==> src/rtl/clk_div_ctrl.sv <==
// rtl/clk_div_ctrl.sv - glitch-free programmable mclk divider with handshaked ratio change
// Optional lock detector is compiled in with macro CLK_DIV_LOCK_EN.
module clk_div_ctrl #(
  parameter int DIV_W   = 4,
  parameter int DIV_RST = 2
) (
  input  logic             mclk,
  input  logic             rst,
  input  logic             en,
  input  logic             div_req,
  input  logic [DIV_W-1:0] div_val,
  output logic             div_ack,
  output logic             err,
  output logic             busy,
  output logic             bclk,
  output logic             lock
);

  typedef enum logic [1:0] {IDLE = 2'd0, RUN = 2'd1, PEND = 2'd2, STOP = 2'd3} state_t;

  state_t           state_q, state_d;
  logic [DIV_W-1:0] n_q, n_d;
  logic [DIV_W-1:0] cnt_q, cnt_d;
  logic [DIV_W-1:0] pend_n_q, pend_n_d;
  logic             ack_q, ack_d;
  logic             err_q, err_d;
  logic             busy_q, busy_d;
  logic             bclk_q, bclk_d;
  logic             wrap;
  logic             legal;
  logic [DIV_W-1:0] cnt_inc;
  logic [DIV_W:0]   half;

  always_comb begin
    state_d  = state_q;
    n_d      = n_q;
    cnt_d    = cnt_q;
    pend_n_d = pend_n_q;
    ack_d    = 1'b0;
    err_d    = 1'b0;
    legal    = (div_val >= DIV_W'(2));
    wrap     = (cnt_q == n_q - DIV_W'(1));
    cnt_inc  = wrap ? '0 : cnt_q + DIV_W'(1);

    case (state_q)
      IDLE: begin
        cnt_d = '0;
        if (div_req) begin
          if (legal) begin
            n_d   = div_val;
            ack_d = 1'b1;
          end else begin
            err_d = 1'b1;
          end
        end
        if (en) state_d = RUN;
      end
      RUN: begin
        cnt_d = cnt_inc;
        // A legal request wins over en=0; PEND decides stop-or-run at the boundary.
        if (div_req && legal) begin
          pend_n_d = div_val;
          state_d  = PEND;
        end else begin
          if (div_req) err_d = 1'b1;
          if (!en) state_d = STOP;
        end
      end
      PEND: begin
        cnt_d = cnt_inc;
        if (wrap) begin
          n_d     = pend_n_q;
          ack_d   = 1'b1;
          state_d = en ? RUN : IDLE;
        end
      end
      STOP: begin
        cnt_d = cnt_inc;
        if (en) state_d = RUN;
        else if (wrap) state_d = IDLE;
      end
      default: state_d = IDLE;
    endcase

    half   = ({1'b0, n_d} + (DIV_W+1)'(1)) >> 1;
    bclk_d = (state_d != IDLE) && ({1'b0, cnt_d} < half);
    busy_d = (state_d == PEND) || (state_d == STOP);
  end

  always_ff @(posedge mclk or posedge rst) begin
    if (rst) begin
      state_q  <= IDLE;
      n_q      <= DIV_W'(DIV_RST);
      cnt_q    <= '0;
      pend_n_q <= '0;
      ack_q    <= 1'b0;
      err_q    <= 1'b0;
      busy_q   <= 1'b0;
      bclk_q   <= 1'b0;
    end else begin
      state_q  <= state_d;
      n_q      <= n_d;
      cnt_q    <= cnt_d;
      pend_n_q <= pend_n_d;
      ack_q    <= ack_d;
      err_q    <= err_d;
      busy_q   <= busy_d;
      bclk_q   <= bclk_d;
    end
  end

  assign div_ack = ack_q;
  assign err     = err_q;
  assign busy    = busy_q;
  assign bclk    = bclk_q;

`ifdef CLK_DIV_LOCK_EN
  // Counts completed RUN periods since the last (re)start or ratio load, saturating at 2.
  logic [1:0] lock_cnt_q, lock_cnt_d;
  logic       lock_q, lock_d;

  always_comb begin
    lock_cnt_d = lock_cnt_q;
    if (!((state_d == RUN) || (state_d == PEND)) || ack_d) begin
      lock_cnt_d = 2'd0;
    end else if ((state_q == RUN) && wrap && (lock_cnt_q != 2'd2)) begin
      lock_cnt_d = lock_cnt_q + 2'd1;
    end
    lock_d = (lock_cnt_d == 2'd2);
  end

  always_ff @(posedge mclk or posedge rst) begin
    if (rst) begin
      lock_cnt_q <= 2'd0;
      lock_q     <= 1'b0;
    end else begin
      lock_cnt_q <= lock_cnt_d;
      lock_q     <= lock_d;
    end
  end

  assign lock = lock_q;
`else
  assign lock = 1'b0;
`endif

endmodule

==> config.mk <==
export PLATFORM = sky130hd
export DESIGN_NAME = clk_div_ctrl
export DESIGN_NICKNAME = d
export VERILOG_FILES = /design/src/rtl/clk_div_ctrl.sv
export SDC_FILE = /design/constraint.sdc
export NUM_CORES = 1
export LEC_CHECK = 0
export ABC_AREA = 0
export CAP_MARGIN = 25
export CORE_MARGIN = 3
export CORE_UTILIZATION = 57
export CTS_CLUSTER_DIAMETER = 100
export DETAILED_ROUTE_END_ITERATION = 10
export PLACE_DENSITY = 0.87
export REMOVE_ABC_BUFFERS = 1
export SYNTH_ARGS = -nofsm -noshare
export SYNTH_HDL_FRONTEND = slang
export SYNTH_SLANG_ARGS = --single-unit
==> constraint.sdc <==
create_clock -name mclk -period 8.6 [get_ports mclk]
set_input_delay 1.72 -clock mclk [delete_from_list [all_inputs] [get_ports mclk]]
set_output_delay 1.72 -clock mclk [all_outputs]
set_load 0.01 [all_outputs]
==> results.ini <==
[outcome]
status = finished, final reports clean

[critical_path]
crit_type = input port to flop
r2r_start = n_q[1]$_DFF_PP1_
r2r-end = bclk$_DFF_PP0_
critPathRequiredTime_ns = 8.80
crit_family = simple AND/OR/NAND/NOR gates
cp_max_fo = 5
slowest_stage = or4b_1
slowest_delay_ns = 0.55
rr_worst_depth = 13
cp.arrival_ns = 4.70
cp-end-kind = flop
start_kind = input port
ff2ff_setup_slack_ns = 4.86
crit_buf_inv = 1
cp_cell_sequence = clkdlybuf4s50_1 > or3_1 > nand3b_1 > a221oi_1 > a221o_1 > or4b_1 > xor2_1 > ha_1 > a21o_1 > a21oi_1 > o21ai_0 > a41oi_1

[grt]
antenna_found_initial = 0
grt_max_degree = 18
grt_use_total = 0.216
grt_pass1_wl_mm = 3.46
grt_pass1_vias = 786
overflow = 0

[sta]
period_minus_slack_ns = 4.50
max_freq_mhz = 222
fin_tns_setup_ns = 0
maxSlewHeadroom = 0.579
slew_violations = 0
setup_violations = 0
finalClockSkew_ns = 0.000547
rsz0062_at_grt = false
period_share = 0.523
tightestPinTransition_ns = 0.631
hold_violations = 0
holdWs_ns = 0.514

[floorplanning]
start_util = 0.633
core_mm2 = 0.00158
die_w_um = 47.8
boundaryPins = 13
die_area_mm2 = 0.00229
num_rows = 14
die_h_um = 47.8

[clock_network]
cts_sinks = 17
cts.htree.levels = 1
cts_tree = yes
numCtsBuffers = 3
cts_root_buf = clkbuf_4
path_clk_slew_ns = 0.09
ctsResizeCount = 0
max-clock-path-buffers = 2
cts_hold_buffers = 0
cts_setup_buffers = 0
clk_latency_ns = 0.29

[placed_design]
place_inst = 122
port_buffers = 11
hpwlAfterDp_mm = 1.56
gp_congestion = 0.830

[yosys]
syn_inst = 97
synth_edf_count = 0
avgSynthCellArea_um2 = 10.3
yosys_warnings = 0
synth-seq-cells = 17
seq_area_frac_synth = 0.428
synth_ff_type = dfrtp_1
syn_area_um2 = 997
synthArstFlopShare = 1.00
ys_types = 34

[pwr]
ir_drop_mv = 0.276
p_leak_nw = 0.496
p_per_area_mw_per_mm2 = 419
fin_total_pwr_w = 0.000475

[detailed_routing]
first_pass_iters = 4
avgRoutedWirePerCell_um = 15.7
drt-initial-drc-count = 9
ant_nets = 0
vias = 777
drc = 0
totalWireLength_mm = 1.98
vias_per_cell = 6.17

[hold_path]
min_to = pend_n_q[3]$_DFFE_PP0P_
hp-start = pend_n_q[3]$_DFFE_PP0P_
hold_path_class = flop to flop
min_path_cells = 1

[cells_and_area]
fill_cells = 120
area_growth_pct = 13.6
stdcell_count = 126
antenna_cells = 0
drive_above_1_share = 0.0909
fin_nets = 125

[flow_run]
cap_viol_max_count = 0

[flip-flops by register name, indices dropped and copies added, names as in the netlist]
name,flops
n_q,4
div_ack,1
bclk,1
state_q,1
busy,1
pend_n_q,4
err,1
cnt_q,4
[worst max-delay path by stage]
stage               start        endpoint  slack [ns]  cells after the start
3_5_place_dp   div_val[2]  bclk$_DFF_PP0_        3.82                     12
2_1_floorplan  div_val[2]  bclk$_DFF_PP0_        4.45                     11
6_report       div_val[2]  bclk$_DFF_PP0_        4.10                     12
5_1_grt        div_val[2]  bclk$_DFF_PP0_        3.90                     12
3_3_place_gp   div_val[2]  bclk$_DFF_PP0_        3.90                     12
4_1_cts        div_val[2]  bclk$_DFF_PP0_        4.10                     12
[metal layers]
layer / wire length, um / track usage / vias to the layer above
li1: - / - / 374
met1: 887 / 0.283 / 382
met2: 963 / 0.351 / 19
met3: 97 / 0.0376 / 2
met4: 32 / 0.0914 / 0
met5: 0 / 0 / -
[final cells by class]
type / instances / area (um^2) / share of cell area
clock buffers: 4 / 26.3 / 0.0232
multi-input cells: 72 / 527 / 0.465
inverters: 6 / 22.5 / 0.0199
well taps: 16 / 20.0 / 0.0177
flip-flops and latches: 17 / 427 / 0.377
repair buffers: 11 / 110 / 0.0972
[per-stage QoR]
stage | util | setup slack (ns) | cell area [um^2]
after floorplan | - | 4.45 | 976
after global placement | 0.702 | 3.90 | 1110
after detailed placement | 0.702 | 3.82 | 1110
after CTS | 0.718 | 4.10 | 1130
after global routing | 0.718 | 3.90 | 1130
final | 0.718 | 4.10 | 1130
[layout by cell type, fill, tap and decap left out, types with 2 or more instances in the layout]
master / netlist / final
a21oi_1: 5 / 5
clkbuf_4: 0 / 3
clkdlybuf4s50_1: 0 / 11
dfrtp_1: 16 / 16
ha_1: 6 / 6
inv_1: 6 / 6
mux2_2: 3 / 3
mux2i_1: 2 / 2
nand2_1: 8 / 8
nand3_1: 4 / 4
nand3b_1: 2 / 2
nor2_1: 10 / 10
nor2b_1: 2 / 2
o21ai_0: 4 / 4
xnor2_1: 4 / 4
xor2_1: 5 / 5
[cells in the mapped netlist (2+ instances only)]
| cell | count | area (um^2) |
|---|---|---|
| dfrtp_1 | 16 | 400 |
| nor2_1 | 10 | 37.5 |
| nand2_1 | 8 | 30.0 |
| ha_1 | 6 | 75.1 |
| inv_1 | 6 | 22.5 |
| a21oi_1 | 5 | 25.0 |
| xor2_1 | 5 | 43.8 |
| nand3_1 | 4 | 20.0 |
| o21ai_0 | 4 | 20.0 |
| xnor2_1 | 4 | 35.0 |
| mux2_2 | 3 | 33.8 |
| mux2i_1 | 2 | 20.0 |
| nand3b_1 | 2 | 15.0 |
| nor2b_1 | 2 | 12.5 |
[power breakdown]
group	total, W	internal (W)	leakage, nW	switching [W]
logic	0.000275	0.000131	0.276	0.000144
registers	0.000159	0.000119	0.205	0.0000393
clock network	0.0000418	0.0000181	0.0150	0.0000237
[kinds of logic (layout without fill, tap and decap cells)]
group	Yosys count	after routing	synth area share
AND/OR/NAND/NOR	32	32	0.174
AO/OA/AOI/OAI	18	18	0.119
flip-flops	17	17	0.428
XOR/XNOR	10	10	0.102
buffers and inverters	8	21	0.0439
adder cells (fa/ha/maj)	6	6	0.0753
multiplexers	5	5	0.0540
other	1	1	0.00376
Power figures use the tool's default switching activity.
